--- config.mk ---
export PLATFORM = sky130hd
export DESIGN_NAME = seg7_disp_n
export DESIGN_NICKNAME = d
export VERILOG_FILES = /design/src/rtl/seg7_pkg.sv /design/src/rtl/seg7_glyph.sv /design/src/rtl/seg7_disp_n.sv
export SDC_FILE = /design/constraint.sdc
export NUM_CORES = 1
export LEC_CHECK = 0
export BUFFER_PORTS_ARGS = -buffer_cell sky130_fd_sc_hd__buf_2
export CELL_PAD_IN_SITES_DETAIL_PLACEMENT = 1
export CELL_PAD_IN_SITES_GLOBAL_PLACEMENT = 1
export CORE_MARGIN = 2
export CORE_UTILIZATION = 37
export DETAILED_ROUTE_END_ITERATION = 16
export PLACE_DENSITY = 0.78
export SLEW_MARGIN = 10
export SYNTH_ARGS = -nofsm -noshare
export SYNTH_HDL_FRONTEND = slang
export SYNTH_SLANG_ARGS = --single-unit
--- constraint.sdc ---
create_clock -name CLK -period 4.5 [get_ports CLK]
set_input_delay 0.225 -clock CLK [delete_from_list [all_inputs] [get_ports CLK]]
set_output_delay 0.225 -clock CLK [all_outputs]
set_load 0.02 [all_outputs]
--- src/rtl/seg7_pkg.sv ---
// Shared definitions for the seven-segment game display: state codes,
// active-low glyphs ({g,f,e,d,c,b,a}) and the code-to-glyph maps.
package seg7_pkg;

   typedef enum logic [3:0] {
      ST_READY    = 4'b0010,
      ST_QUESTION = 4'b0011,
      ST_INPUT    = 4'b0100,
      ST_DRAW     = 4'b0110,
      ST_WRONG    = 4'b0111,
      ST_GOOD     = 4'b1000,
      ST_OUCH     = 4'b1001,
      ST_WIN      = 4'b1010,
      ST_LOSE     = 4'b1011
   } seg7_state_e;

   localparam logic [6:0] GLYPH_0     = 7'b1000000;
   localparam logic [6:0] GLYPH_1     = 7'b1111001;
   localparam logic [6:0] GLYPH_2     = 7'b0100100;
   localparam logic [6:0] GLYPH_3     = 7'b0110000;
   localparam logic [6:0] GLYPH_4     = 7'b0011001;
   localparam logic [6:0] GLYPH_5     = 7'b0010010;
   localparam logic [6:0] GLYPH_6     = 7'b0000010;
   localparam logic [6:0] GLYPH_7     = 7'b1111000;
   localparam logic [6:0] GLYPH_8     = 7'b0000000;
   localparam logic [6:0] GLYPH_9     = 7'b0010000;
   localparam logic [6:0] GLYPH_BLANK = 7'b1111111;
   localparam logic [6:0] GLYPH_DASH  = 7'b0111111;
   localparam logic [6:0] GLYPH_R     = 7'b0101111;
   localparam logic [6:0] GLYPH_O     = 7'b1000000;
   localparam logic [6:0] GLYPH_A     = 7'b0001000;
   localparam logic [6:0] GLYPH_U     = 7'b1000001;
   localparam logic [6:0] GLYPH_T     = 7'b0000111;
   localparam logic [6:0] GLYPH_E     = 7'b0000110;

   function automatic logic [6:0] dec_glyph(input logic [3:0] code);
      logic [6:0] g;
      case (code)
         4'd0:    g = GLYPH_0;
         4'd1:    g = GLYPH_1;
         4'd2:    g = GLYPH_2;
         4'd3:    g = GLYPH_3;
         4'd4:    g = GLYPH_4;
         4'd5:    g = GLYPH_5;
         4'd6:    g = GLYPH_6;
         4'd7:    g = GLYPH_7;
         4'd8:    g = GLYPH_8;
         4'd9:    g = GLYPH_9;
         default: g = GLYPH_BLANK;
      endcase
      return g;
   endfunction

   // Player code n shows the last digit of the n-th prime; 0 means "not entered".
   function automatic logic [6:0] input_glyph(input logic [3:0] code);
      logic [6:0] g;
      case (code)
         4'd0:    g = GLYPH_DASH;
         4'd1:    g = GLYPH_2;
         4'd2:    g = GLYPH_3;
         4'd3:    g = GLYPH_5;
         4'd4:    g = GLYPH_7;
         4'd5:    g = GLYPH_1;
         4'd6:    g = GLYPH_3;
         4'd7:    g = GLYPH_7;
         4'd8:    g = GLYPH_9;
         4'd9:    g = GLYPH_3;
         default: g = GLYPH_BLANK;
      endcase
      return g;
   endfunction

endpackage

--- src/rtl/seg7_glyph.sv ---
// Combinational glyph selection for one digit position from the game state,
// the digit's code and its index.
module seg7_glyph
   import seg7_pkg::*;
(
   input  logic [3:0] i_state,
   input  logic [3:0] i_code,
   input  logic [2:0] i_digit_idx,
   input  logic       i_blank,
   output logic [6:0] o_glyph
);

   always_comb begin
      o_glyph = GLYPH_BLANK;
      case (i_state)
         ST_READY:    o_glyph = (i_digit_idx == 3'd0) ? GLYPH_R : GLYPH_BLANK;
         ST_QUESTION: o_glyph = dec_glyph(i_code);
         ST_INPUT:    o_glyph = i_blank ? GLYPH_BLANK : input_glyph(i_code);
         ST_DRAW:     o_glyph = GLYPH_T;
         ST_WRONG:    o_glyph = GLYPH_A;
         ST_GOOD:     o_glyph = GLYPH_O;
         ST_OUCH:     o_glyph = GLYPH_U;
         ST_WIN:      o_glyph = GLYPH_E;
         ST_LOSE:     o_glyph = GLYPH_O;
         default:     o_glyph = GLYPH_BLANK;
      endcase
   end

endmodule

--- src/rtl/seg7_disp_n.sv ---
// NDIG-digit seven-segment game display with cursor blink. Defining
// SEG7_SCAN_EN adds a multiplexed (scanned) segment/anode output.
module seg7_disp_n
   import seg7_pkg::*;
#(
   parameter  int NDIG      = 4,
   parameter  int BLINK_DIV = 25000000,
   parameter  int SCAN_DIV  = 50000,
   localparam int CW        = (NDIG > 1) ? $clog2(NDIG) : 1
)(
   input  logic                CLK,
   input  logic                nRST,
   input  logic [3:0]          STATE,
   input  logic                LOAD,
   input  logic [4*NDIG-1:0]   DIN,
   input  logic [4*NDIG-1:0]   QUE,
   input  logic [CW-1:0]       CURSOR,
   output logic [7*NDIG-1:0]   nHEX,
   output logic [6:0]          nSEG,
   output logic [NDIG-1:0]     nAN
);

   localparam int BW = (BLINK_DIV > 1) ? $clog2(BLINK_DIV) : 1;
   localparam logic [BW-1:0] BLINK_LAST = BW'(BLINK_DIV - 1);

   logic [4*NDIG-1:0] r_din, r_que;
   logic [4*NDIG-1:0] w_din_next, w_que_next;
   logic [3:0]        r_state_prev;
   logic [CW-1:0]     r_cursor_prev;
   logic [BW-1:0]     r_blink_cnt, w_blink_cnt_next;
   logic              r_phase, w_phase_next;
   logic              w_restart;
   logic [7*NDIG-1:0] r_nhex, w_glyph;

   assign w_din_next = LOAD ? DIN : r_din;
   assign w_que_next = LOAD ? QUE : r_que;
   assign w_restart  = (STATE != r_state_prev) || (CURSOR != r_cursor_prev);

   always_comb begin
      w_blink_cnt_next = r_blink_cnt;
      w_phase_next     = r_phase;
      if (w_restart) begin
         w_blink_cnt_next = '0;
         w_phase_next     = 1'b0;
      end else if (r_blink_cnt == BLINK_LAST) begin
         w_blink_cnt_next = '0;
         w_phase_next     = ~r_phase;
      end else begin
         w_blink_cnt_next = r_blink_cnt + 1'b1;
      end
   end

   // Decode from the next-cycle data/phase so freshly loaded data and a
   // restarted (visible) phase show on the same edge that captures them.
   for (genvar gi = 0; gi < NDIG; gi++) begin : g_digit
      logic [3:0] w_code;
      logic       w_blank;
      assign w_code  = (STATE == ST_QUESTION) ? w_que_next[4*gi +: 4] : w_din_next[4*gi +: 4];
      assign w_blank = w_phase_next && (CURSOR == CW'(gi));
      seg7_glyph u_glyph (
         .i_state     (STATE),
         .i_code      (w_code),
         .i_digit_idx (3'(gi)),
         .i_blank     (w_blank),
         .o_glyph     (w_glyph[7*gi +: 7])
      );
   end

   always_ff @(posedge CLK or negedge nRST) begin
      if (!nRST) begin
         r_din         <= '0;
         r_que         <= '0;
         r_state_prev  <= '0;
         r_cursor_prev <= '0;
         r_blink_cnt   <= '0;
         r_phase       <= 1'b0;
         r_nhex        <= '1;
      end else begin
         r_din         <= w_din_next;
         r_que         <= w_que_next;
         r_state_prev  <= STATE;
         r_cursor_prev <= CURSOR;
         r_blink_cnt   <= w_blink_cnt_next;
         r_phase       <= w_phase_next;
         r_nhex        <= w_glyph;
      end
   end

   assign nHEX = r_nhex;

`ifdef SEG7_SCAN_EN
   localparam int SW = (SCAN_DIV > 1) ? $clog2(SCAN_DIV) : 1;
   localparam logic [SW-1:0] SCAN_LAST = SW'(SCAN_DIV - 1);

   logic [SW-1:0]   r_scan_cnt;
   logic [CW-1:0]   r_scan_idx;
   logic [6:0]      r_nseg;
   logic [NDIG-1:0] r_nan;

   always_ff @(posedge CLK or negedge nRST) begin
      if (!nRST) begin
         r_scan_cnt <= '0;
         r_scan_idx <= '0;
         r_nseg     <= 7'h7F;
         r_nan      <= '1;
      end else begin
         r_nseg <= r_nhex[7*int'(r_scan_idx) +: 7];
         r_nan  <= ~(NDIG'(1) << r_scan_idx);
         if (r_scan_cnt == SCAN_LAST) begin
            r_scan_cnt <= '0;
            r_scan_idx <= (r_scan_idx == CW'(NDIG - 1)) ? '0 : r_scan_idx + 1'b1;
         end else begin
            r_scan_cnt <= r_scan_cnt + 1'b1;
         end
      end
   end

   assign nSEG = r_nseg;
   assign nAN  = r_nan;
`else
   assign nSEG = 7'h7F;
   assign nAN  = '1;
`endif

endmodule

# After elaboration in Yosys (flattened, before gate mapping)
# Memories as Yosys holds them, arrays and structs flattened.
# Cells that the tools add are included.
# classes
addsub	1
eq_ne	15
n_mux	18
bitwise_logic	1
reduce_logical	7
# ops
operator	count
7-bit one-hot mux with 7 select lines	3
7-bit one-hot mux with 8 select lines	1
25-bit two-way mux	2
16-bit two-way mux	2
7-bit two-way mux	4
25-bit by 1-bit adder with 25-bit output (second input constant)	1
25-bit equality test (second input constant)	1
4-bit equality test (second input constant)	4
4-bit two-way mux	4
4-bit by 3-bit equality test with 1-bit output (second input constant)	3
4-bit by 2-bit equality test with 1-bit output (second input constant)	2
2-bit equality test (second input constant)	2
1-bit logical AND	4
4-bit inequality test	1
2-bit by 1-bit equality test with 1-bit output (second input constant)	1
2-bit logical NOT	1
1-bit two-way mux	2
2-bit inequality test	1
2-bit OR reduction	1
1-bit logical OR	1
1-bit inverter	1
# word_totals
register_bits	92
rom_bits	896
out_inout_bits	39
word_cells	57
mem_count	8
# memory_table
name	words	width	read_ports	rd_ports_with_merged_regs	wr	line_no	text
(name not given)	16	7	1	0	0	seg7_pkg.sv:38	case (code)
(name not given)	16	7	1	0	0	seg7_pkg.sv:57	case (code)
(name not given)	16	7	1	0	0	seg7_pkg.sv:38	
(name not given)	16	7	1	0	0	seg7_pkg.sv:57	
(name not given)	16	7	1	0	0	seg7_pkg.sv:38	
(name not given)	16	7	1	0	0	seg7_pkg.sv:57	
+2 memories	n/a	n/a	n/a	n/a	n/a	n/a	

# Depth between registers and ports, before layout
# Gate-level depths: netlist (run 1).
# logic_depth
depth_word	6
depth_mapped	14
mapped_depth_nobuf	9

# Cells and area by module
# Synthesis (run 1) repeated with hierarchy kept, for this count alone.
# unflattened
hier_cells	628
hier_area_um2	6057.1
# by_module_without_submodules
mod	n_inst	cells_per_inst	area_per_inst_um2	seq_area_each_um2
seg7_disp_n	1	288	3844.9	2337.2
seg7_glyph at g_digit[0].u_glyph ...	2	85	556.8	0.0
seg7_glyph at g_digit[2].u_glyph ...	2	85	549.3	0.0

# Worst setup path before layout (run 1)
# Ideal clock, no wire load.
# synth_timing
path_type	input port to flip-flop
start	in LOAD
end	reg r_nhex[0] (netlist: nHEX[0])
t_arrival_ps	2643
path_slack_ps	1763
path_stages	12
path_cell_list	buf_4 buf_4 buf_4 buf_2 mux2_2 o21ai_0 inv_1 ha_1 inv_1 or2_2 a311oi_1 or4_1
# synth_via
elab_chain_cells	5
# synth_rtl
element	line_no	text
start: declaration	seg7_disp_n.sv:14	input logic LOAD,
16-bit two-way mux *	seg7_disp_n.sv:35	assign w_din_next = LOAD ? DIN : r_din;
net w_din_next[0]	seg7_disp_n.sv:27	logic [4*NDIG-1:0] w_din_next, w_que_next;
4-bit two-way mux *	seg7_disp_n.sv:58	assign w_code = (STATE == ST_QUESTION) ? w_que_next[4*gi +: 4] : w_din_next[4*gi +: 4];
memory 16 x 7 bit	n/a	
7-bit two-way mux	seg7_glyph.sv:18	ST_INPUT: o_glyph = i_blank ? GLYPH_BLANK : input_glyph(i_code);
7-bit one-hot mux with 8 select lines *	seg7_glyph.sv:15	case (i_state)
net g_digit[0].u_glyph.o_glyph[0]	seg7_glyph.sv:10	output logic [6:0] o_glyph
end signal: assignment	seg7_disp_n.sv:85	r_nhex <= w_glyph;
end: declaration	seg7_disp_n.sv:33	logic [7*NDIG-1:0] r_nhex, w_glyph;
# Mark *: on every way through the listed nets, which the timed path passes. The rest lies on a longest branch.

# Worst setup path after layout (run 1)
# layout_timing
start	in LOAD
end	reg r_nhex[19] (netlist: nHEX[19])
# layout_via
elab_chain_cells	5
# layout_rtl
element	line_no
16-bit two-way mux *	seg7_disp_n.sv:35
net w_din_next[9]	seg7_disp_n.sv:27
4-bit two-way mux *	seg7_disp_n.sv:58
memory 16 x 7 bit	n/a
7-bit two-way mux	seg7_glyph.sv:18
7-bit one-hot mux with 7 select lines *	seg7_glyph.sv:15
net g_digit[2].u_glyph.o_glyph[5]	seg7_glyph.sv:10
# Marked as above.

==> results of run 1 <==
-- registers in the layout (all words and copies together) (netlist names) --
signal,count
r_blink_cnt,25
r_que,16
r_state_prev,4
r_cursor_prev,2
nHEX,28
r_din,16
r_phase,1
-- final cells by class --
class / count / share of cell area
Clock buffer: 13 / 0.0395
Clock inverter: 3 / 0.00732
Inverter: 28 / 0.0166
Multi-Input combinational cell: 429 / 0.469
Sequential cell: 92 / 0.369
Tap cell: 184 / 0.0364
Timing Repair Buffer: 74 / 0.0617
-- routing by layer --
metal  part of all wire  vias up  wire [microns]  global-route usage
li1                   -     2117               -                   -
met1               0.44     2211            6150               0.221
met2               0.51       80            7140               0.310
met3              0.035       24             497              0.0299
met4              0.024        0             337              0.0776
met5                  0        -               0                   0
-- cells in the final DEF, fill, tap and decap left out, drive strengths merged, types with 20 or more instances in the layout --
cell and count:
nor2 61, a21oi 29, nand3 20, ha 28
o21ai 28, mux2i 24, nand2 56, dfrtp 64
inv 29, mux2 28, dfstp 28, buf 73
-- logic make-up after synthesis --
logic type      after synthesis  synth area share
fa+ha+maj                    28            0.0630
buf+inv                      61            0.0545
mux                          52             0.101
compound gates              116             0.145
other cells                   1          0.000675
simple gates                192             0.168
xor+xnor                     30            0.0473
flops                        92             0.421
-- power groups by stage --
| stage | Clock [mW] | Sequential [mW] | Combinational (mW) |
|---|---|---|---|
| final | 0.761 | 0.925 | 0.445 |
| after floorplan | 0 | 0.969 | 0.276 |
| after CTS | 0.785 | 0.926 | 0.449 |
| after detailed placement | 0 | 0.939 | 0.442 |
| after global placement | 0 | 0.937 | 0.426 |
| after global routing | 0.812 | 0.931 | 0.492 |
-- worst max-delay path, stage by stage --
cell and delay [ns]:
buf_2 0.74, mux2_2 0.43, mux2i_1 0.53, inv_1 0.25, ha_1 0.30, o21ai_0 0.18, a21oi_1 0.09, or3_1 0.32
-- worst paths after layout --
kind,cells after the start,from,endpoint
max,8,LOAD,nHEX[19]
min,1,CURSOR[0],r_cursor_prev[0]
max reg2reg,6,r_blink_cnt[9],nHEX[14]
min reg2reg,2,r_que[0],r_que[0]
max in group asynchronous,3,nRST,r_din[6]
min in group asynchronous,2,nRST,r_blink_cnt[15]
-- per-stage QoR --
step / hold slack (ns) / power, mW / utilization / setup WS (ns)
after floorplan: -0.0706 / 1.24 / - / 1.76
after global placement: 0.247 / 1.36 / 0.413 / 1.41
after detailed placement: 0.253 / 1.38 / 0.413 / 1.28
after CTS: 0.0345 / 2.16 / 0.434 / 1.65
after global routing: 0.0459 / 2.23 / 0.434 / 1.43
final: 0.0453 / 2.13 / 0.434 / 1.70
==> flow_metrics.env, run 1 <==
export IMPL_arrival_ns=3.08
export IMPL_fmax_ghz=0.357
export IMPL_drc=0
export IMPL_grt_pass1_wl_microns=23000
export IMPL_ctsHoldBuffers=1
export IMPL_fin_nets=703
export IMPL_insertion_delay_ns=0.35
export IMPL_p_per_area_nw_per_um2=337
export IMPL_wire_per_inst_microns=17.2
export IMPL_finalCritPeriodShare=0.623
export IMPL_place_inst=806
export IMPL_worst_clock_skew_ns=0.0114
export IMPL_synth_top_area_cell="dfrtp_1"
export IMPL_placed_area_sq_um=6020
export IMPL_start_util=0.381
export IMPL_wl_microns=14100
export IMPL_synth_edf_count=0
export IMPL_synth_top_area_share=0.288
export IMPL_area_growth_pct=13.9
export IMPL_die_w_microns=127
export IMPL_crit_type="primary input to flop"
export IMPL_multi_input_area_sq_um=2970
export IMPL_n_fill_cell=1677
export IMPL_syn_area_sq_um=5560
export IMPL_synth_top_flop_cell="dfrtp_1"
export IMPL_synth_area_top_cells="dfrtp_1 29%, dfstp_2 13%, ha_1 6.3%"
export IMPL_dr_pass1_iters=5
export IMPL_core_area_sq_um=14600
export IMPL_intPower_mw=1.51
export IMPL_register_area_sq_um=2340
export IMPL_hpwlAfterDp_microns=10200
export IMPL_status="finished clean"
export IMPL_rsz0062_at_grt="no"
export IMPL_layout_cells_non_filler=823
export IMPL_postCtsSetupBuffers=0
export IMPL_swShare=0.292
export IMPL_antenna_found_initial=0
export IMPL_yosys_top_cells_count="64 x dfrtp_1, 61 x nor2_1, 56 x nand2_1"
export IMPL_switchingPower_mw=0.622
export IMPL_rrSetupSlack_ns=1.99
export IMPL_hold_violations=0
export IMPL_final_max_slew_viol_count=0
export IMPL_die_y_microns=127
export IMPL_antenna_cells=0
export IMPL_dieArea_sq_um=16000
export IMPL_num_rows=44
export IMPL_clk_path_buf_depth=2
export IMPL_fin_crit_ns=2.80
export IMPL_ys_seq_area_frac=0.421
export IMPL_cp_start_kind="primary input"
export IMPL_io_pins=80
export IMPL_cts_inserted_buffers=9
export IMPL_maxCapViolations=0
export IMPL_cts_htree_levels=3
export IMPL_clockRootBuffer="clkbuf_16"
export IMPL_syn_avg_cell_area_sq_um=9.71
export IMPL_drt_initial_drc_count=170
export IMPL_synth_cells=572
export IMPL_cts_sinks=92
export IMPL_grt_max_degree=52
export IMPL_leakage_nw=2.83
export IMPL_setup_tns_final_ns=0
export IMPL_setup_violations=0
export IMPL_design_area_sq_um=6330
export IMPL_port_buffer_count=68
export IMPL_drive_above_1_share=0.250
export IMPL_max_slew_margin=0.293
export IMPL_yosysUniqueCellTypes=65
export IMPL_crit_required_ns=4.78
export IMPL_vias_per_cell=5.39
export IMPL_crit_path_end_kind="flop"
export IMPL_ys_ff_latch=92
export IMPL_grt_usage=0.180
export IMPL_cp_max_fo=44
export IMPL_pwr_share_comb=0.209
export IMPL_grt_pass1_vias=4644
export IMPL_worstMarginPinSlew_ns=1.03
export IMPL_clockPowerShare=0.357
export IMPL_vias=4432
export IMPL_tritoncts="yes"
export IMPL_clk_pin_slew_ns=0.07
export IMPL_synthMostInstantiatedCell="dfrtp_1"
export IMPL_async_flop_share=1.00
export IMPL_max_vdd_ir_drop_uv=170
export IMPL_grt_ovfl_total=0
export IMPL_cts_resized_gates=0
export IMPL_hold_path_class="primary input to flop"
export IMPL_gp_congestion=0.911
export IMPL_ant_nets=0
export IMPL_pwr_share_seq=0.434
export IMPL_yosysWarningCount=0
Note: power is estimated with default switching activity, not from simulation.
==> run 2: changes to the inputs <==
--- a/config.mk
+++ b/config.mk
@@ -11,7 +11,7 @@
 export CORE_MARGIN = 2
 export CORE_UTILIZATION = 37
 export DETAILED_ROUTE_END_ITERATION = 16
-export PLACE_DENSITY = 0.78
+export PLACE_DENSITY = 0.8
 export SLEW_MARGIN = 10
 export SYNTH_ARGS = -nofsm -noshare
 export SYNTH_HDL_FRONTEND = slang
==> constraint.sdc (replaced) <==
create_clock -name CLK -period 2.4 [get_ports CLK]
set_input_delay 0.12 -clock CLK [delete_from_list [all_inputs] [get_ports CLK]]
set_output_delay 0.12 -clock CLK [all_outputs]
set_load 0.02 [all_outputs]
==> run 2 against run 1 <==
  * Count of clock-buffer cells in the layout unchanged
  * Clock skew decreased by 0.0034 ns
  * Critical path depth shrank 2
  * Clock power increased by 80%
  * Largest power group unchanged
==> flow_metrics.env, run 2 (same netlist as run 1, synthesis figures left out) <==
export IMPL_min_delay_start="QUE[12]"
export IMPL_fin_crit_ns=2.36
export IMPL_grt_max_degree=56
export IMPL_max_slew_margin=0.592
export IMPL_final_max_slew_viol_count=0
export IMPL_maxCapViolations=0
export IMPL_dr_pass1_iters=4
export IMPL_intPower_mw=2.81
export IMPL_clockPowerShare=0.339
export IMPL_worstPathCellList="nor4b_2, nand4_1, o31a_4, o211ai_4, a21oi_2, or4_4"
export IMPL_post_route_util=0.460
export IMPL_hold_path_class="primary input to flop"
export IMPL_cp_max_fo=6
export IMPL_rsz0062_at_grt="yes"
export IMPL_layout_common_cells="67 x buf_2, 62 x dfrtp_1, 61 x nor2_1"
export IMPL_gp_congestion=0.912
export IMPL_grt_ovfl_total=0
export IMPL_drt_initial_drc_count=207
export IMPL_worst_clock_skew_ns=0.00805
export IMPL_cp_slowest_stage_delay_ns=0.53
export IMPL_cts_htree_levels=3
export IMPL_arrival_ns=2.62
export IMPL_ant_nets=0
export IMPL_swShare=0.303
export IMPL_critPathSlowestCell="or4_4"
export IMPL_p_per_area_nw_per_um2=601
export IMPL_placed_area_sq_um=6320
export IMPL_die_y_microns=127
export IMPL_rr_startpoint="r_blink_cnt[7]"
export IMPL_finalPower_mw=4.03
export IMPL_grt_usage=0.198
export IMPL_insertion_delay_ns=0.35
export IMPL_grt_pass1_wl_microns=25200
export IMPL_area_growth_pct=20.7
export IMPL_place_inst=843
export IMPL_crit_path_end_kind="flop"
export IMPL_whs_path_depth=3
export IMPL_clk_path_buf_depth=2
export IMPL_worst_slack_ns=0.0378
export IMPL_worstMarginPinSlew_ns=0.606
export IMPL_antenna_cells=0
export IMPL_finalCritPeriodShare=0.984
export IMPL_n_fill_cell=1664
export IMPL_hold_end="r_que[12]"
export IMPL_io_pins=80
export IMPL_vias_per_cell=5.37
export IMPL_num_rows=44
export IMPL_cp_start_kind="flop"
export IMPL_core_area_sq_um=14600
export IMPL_fin_nets=746
export IMPL_setup_violations=0
export IMPL_setup_tns_final_ns=0
export IMPL_clockRootBuffer="clkbuf_16"
export IMPL_final_common_cell="buf_2"
export IMPL_worst_r2r_cell_count=6
export IMPL_grt_pass1_vias=4942
export IMPL_holdWs_ns=0.0206
export IMPL_drc=0
export IMPL_status="finished clean"
export IMPL_antenna_found_initial=0
export IMPL_hold_violations=0
export IMPL_max_vdd_ir_drop_uv=333
export IMPL_pwr_share_comb=0.229
export IMPL_wire_per_inst_microns=18.2
export IMPL_dieArea_sq_um=16000
export IMPL_die_w_microns=127
export IMPL_wl_microns=15800
export IMPL_vias=4652
export IMPL_leakage_nw=3.03
export IMPL_design_area_sq_um=6710
export IMPL_rr_endpoint="nHEX[0]"
export IMPL_cts_inserted_buffers=9
export IMPL_fmax_ghz=0.423
export IMPL_crit_type="flop to flop"
export IMPL_crit_required_ns=2.66
export IMPL_hpwlAfterDp_microns=11700
export IMPL_port_buffer_count=68
export IMPL_rrSetupSlack_ns=0.04
export IMPL_tritoncts="yes"
export IMPL_clk_pin_slew_ns=0.07
export IMPL_start_util=0.381
export IMPL_drive_above_1_share=0.309
export IMPL_pwr_share_seq=0.432
export IMPL_layout_cells_non_filler=866
export IMPL_switchingPower_mw=1.22
export IMPL_largest_register_ffs=28
export IMPL_dpl_worst_slack_ns=-0.103
export IMPL_cts_sinks=92
## run 2: layer usage
metal  global-route usage  part of all wire
met1                0.249              0.44
met2                0.344              0.51
met3               0.0299             0.028
met4               0.0737             0.023
met5                    0                 0
## run 2: area by class of cell
cell class / count / area [sq um] / area share
Clock buffer: 13 / 260 / 0.0388
Clock inverter: 3 / 21.3 / 0.00317
Inverter: 28 / 105 / 0.0157
Multi-Input combinational cell: 429 / 3020 / 0.450
Sequential cell: 92 / 2340 / 0.349
Tap cell: 184 / 230 / 0.0343
Timing Repair Buffer: 117 / 731 / 0.109
## run 2: power groups by stage
stage | clock, mW | sequential [mW] | combinational, mW
after global routing | 1.47 | 1.75 | 1.01
after CTS | 1.41 | 1.74 | 0.922
final | 1.37 | 1.74 | 0.923
after detailed placement | 0 | 1.76 | 0.909
after global placement | 0 | 1.76 | 0.872
after floorplan | 0 | 1.82 | 0.520
## run 2: critical path: cells and delay by family (launching register included)
family           cells  cell delay, ns
flip-flops           1            0.44
AO/OA/AOI/OAI        3            0.77
AND/OR/NAND/NOR      3            1.06
## run 2: what timing repair did
item                                    in CTS  in global routing
hold endpoints to repair                    25                  0
buffers inserted                             0                  4
pin swaps                                    1                  5
hold buffers                                 3                  0
cloned                                       0                  0
endpoints found under the setup margin       2                 11
gates resized for setup                      2                  9
## run 2: how the worst max path moves through the flow
stage	startpoint	to	slack (ns)	cells past startpoint
5_1_grt	r_blink_cnt[10]	nHEX[15]	-0.08	8
6_report	r_blink_cnt[7]	nHEX[0]	0.04	6
3_3_place_gp	r_blink_cnt[10]	nHEX[0]	0.05	6
4_1_cts	r_blink_cnt[0]	nHEX[0]	0.004	7
2_1_floorplan	LOAD	nHEX[0]	0.004	14
3_5_place_dp	LOAD	nHEX[26]	-0.10	10
==> run 3: changes to the inputs <==
--- a/config.mk
+++ b/config.mk
@@ -9,9 +9,9 @@
 export CELL_PAD_IN_SITES_DETAIL_PLACEMENT = 1
 export CELL_PAD_IN_SITES_GLOBAL_PLACEMENT = 1
 export CORE_MARGIN = 2
-export CORE_UTILIZATION = 37
+export CORE_UTILIZATION = 35
 export DETAILED_ROUTE_END_ITERATION = 16
-export PLACE_DENSITY = 0.8
+export PLACE_DENSITY = 0.77
 export SLEW_MARGIN = 10
 export SYNTH_ARGS = -nofsm -noshare
 export SYNTH_HDL_FRONTEND = slang
==> run 3 against run 2 <==
  * Worst setup slack improved by 0.092 ns
  * Register-to-register slack improved by 0.09 ns
  * Critical path type unchanged
  * Combinational power rose by 2%
  * Clock power is 29% higher
  * Largest cell class unchanged
  * First-iteration DRC count rose by 0.97%
  * Highest routed layer unchanged
==> flow_metrics.env, run 3 (same netlist as run 1, synthesis figures left out) <==
export IMPL_io_pins=80
export IMPL_cts_htree_levels=3
export IMPL_final_common_cell="buf_2"
export IMPL_min_delay_start="QUE[8]"
export IMPL_hpwlAfterDp_microns=11900
export IMPL_fmax_ghz=0.440
export IMPL_fin_nets=755
export IMPL_dieArea_sq_um=16900
export IMPL_worstMarginPinSlew_ns=0.627
export IMPL_gp_congestion=0.868
export IMPL_startpoint="r_blink_cnt[0]"
export IMPL_core_area_sq_um=15700
export IMPL_num_rows=46
export IMPL_crit_type="flop to flop"
export IMPL_grt_max_degree=39
export IMPL_max_vdd_ir_drop_uv=404
export IMPL_crit_required_ns=2.67
export IMPL_fin_crit_ns=2.27
export IMPL_layout_cells_non_filler=907
export IMPL_wire_per_inst_microns=17.8
export IMPL_n_fill_cell=1813
export IMPL_dpl_worst_slack_ns=-0.0125
export IMPL_area_growth_pct=24.0
export IMPL_place_inst=880
export IMPL_multi_input_area_sq_um=3000
export IMPL_clockRootBuffer="clkbuf_16"
export IMPL_grt_ovfl_total=0
export IMPL_grt_usage=0.200
export IMPL_grt_pass1_wl_microns=26300
export IMPL_rr_startpoint="r_blink_cnt[0]"
export IMPL_vias_per_cell=5.20
export IMPL_rrSetupSlack_ns=0.13
export IMPL_worstSetupEndpoint="nHEX[0]"
export IMPL_final_max_slew_viol_count=0
export IMPL_vias=4717
export IMPL_register_area_sq_um=2340
export IMPL_cts_inserted_buffers=9
export IMPL_drt_initial_drc_count=209
export IMPL_largest_register_ffs=28
export IMPL_clk_pin_slew_ns=0.07
export IMPL_tritoncts="yes"
export IMPL_worst_slack_ns=0.129
export IMPL_antenna_cells=0
export IMPL_clk_path_buf_depth=2
export IMPL_cp_start_kind="flop"
export IMPL_hold_path_class="primary input to flop"
export IMPL_cp_slowest_stage_delay_ns=0.52
export IMPL_worst_clock_skew_ns=0.00998
export IMPL_die_w_microns=130
export IMPL_p_per_area_nw_per_um2=645
export IMPL_rsz0062_at_grt="no"
export IMPL_ant_nets=0
export IMPL_finalCritPeriodShare=0.946
export IMPL_rr_endpoint="nHEX[0]"
export IMPL_worst_r2r_cell_count=7
export IMPL_wl_microns=16200
export IMPL_worstPathCellList="ha_2, and2_1, nand2_1, o31a_2, o211ai_4, a21oi_2, or4_1"
export IMPL_maxCapViolations=0
export IMPL_start_util=0.354
export IMPL_post_route_util=0.438
export IMPL_antenna_found_initial=0
export IMPL_layout_common_cells="67 x buf_2, 64 x dfrtp_1, 61 x nor2_1"
export IMPL_crit_path_end_kind="flop"
export IMPL_hold_violations=0
export IMPL_arrival_ns=2.54
export IMPL_critPathSlowestCell="or4_1"
export IMPL_dr_pass1_iters=4
export IMPL_drc=0
export IMPL_insertion_delay_ns=0.36
export IMPL_cp_max_fo=6
export IMPL_setup_violations=0
export IMPL_cts_sinks=92
export IMPL_drive_above_1_share=0.308
export IMPL_status="finished clean"
export IMPL_max_slew_margin=0.570
export IMPL_setup_tns_final_ns=0
export IMPL_die_y_microns=130
export IMPL_grt_pass1_vias=5127
export IMPL_finalPower_mw=4.44
export IMPL_port_buffer_count=68
export IMPL_leakage_nw=3.11
run 3: report_power, final:
group	internal, mW	switching, mW
clock network	1.13	0.638
logic	0.364	0.574
registers	1.69	0.0435
run 3: final cells by class:
class	instances	area share
Timing Repair Buffer	126	0.117
Multi-Input combinational cell	429	0.436
Clock buffer	10	0.0332
Sequential cell	92	0.339
Inverter	28	0.0153
Clock inverter	6	0.0200
Tap cell	216	0.0392
run 3: per-layer routing:
metal | routed length (microns) | part of all wire | vias to the layer above | track usage
met2 | 8390 | 0.52 | 99 | 0.352
met1 | 6850 | 0.42 | 2378 | 0.243
met4 | 365 | 0.023 | 0 | 0.0727
li1 | - | - | 2215 | -
met5 | 0 | 0 | - | 0
met3 | 558 | 0.035 | 25 | 0.0402
run 3: timing repair:
| item | 4_1_cts | 5_1_grt |
|---|---|---|
| hold endpoints to repair | 30 | 0 |
| setup buffers | 0 | 5 |
| hold buffers | 6 | 0 |
| resized for setup | 0 | 6 |
| endpoints found under the setup margin | 0 | 9 |
run 3: through the flow:
step / area, sq um / hold slack [ns]
6_report: 6890 / 0.00957
5_1_grt: 6890 / 0.0134
4_1_cts: 6820 / 0.000274
3_5_place_dp: 6390 / 0.151
3_3_place_gp: 6390 / 0.146
2_1_floorplan: 5600 / -0.176
run 3: worst min-delay path by stage:
| stage | endpoint | depth (start not counted) |
|---|---|---|
| global placement | r_blink_cnt[21] | 1 |
| finish | r_que[8] | 3 |
| detailed placement | r_blink_cnt[21] | 1 |
| floorplan | r_blink_cnt[0] | 0 |
| global route | r_que[9] | 2 |
| CTS | r_din[12] | 2 |
run 3: critical path, delay by kind of cell, from the launching register on:
family                     cells  cell delay (ns)
DFF                            1             0.38
adders and majority gates      1             0.23
AOI/OAI and AO/OA              3             0.79
and+or+nand+nor                3             0.80
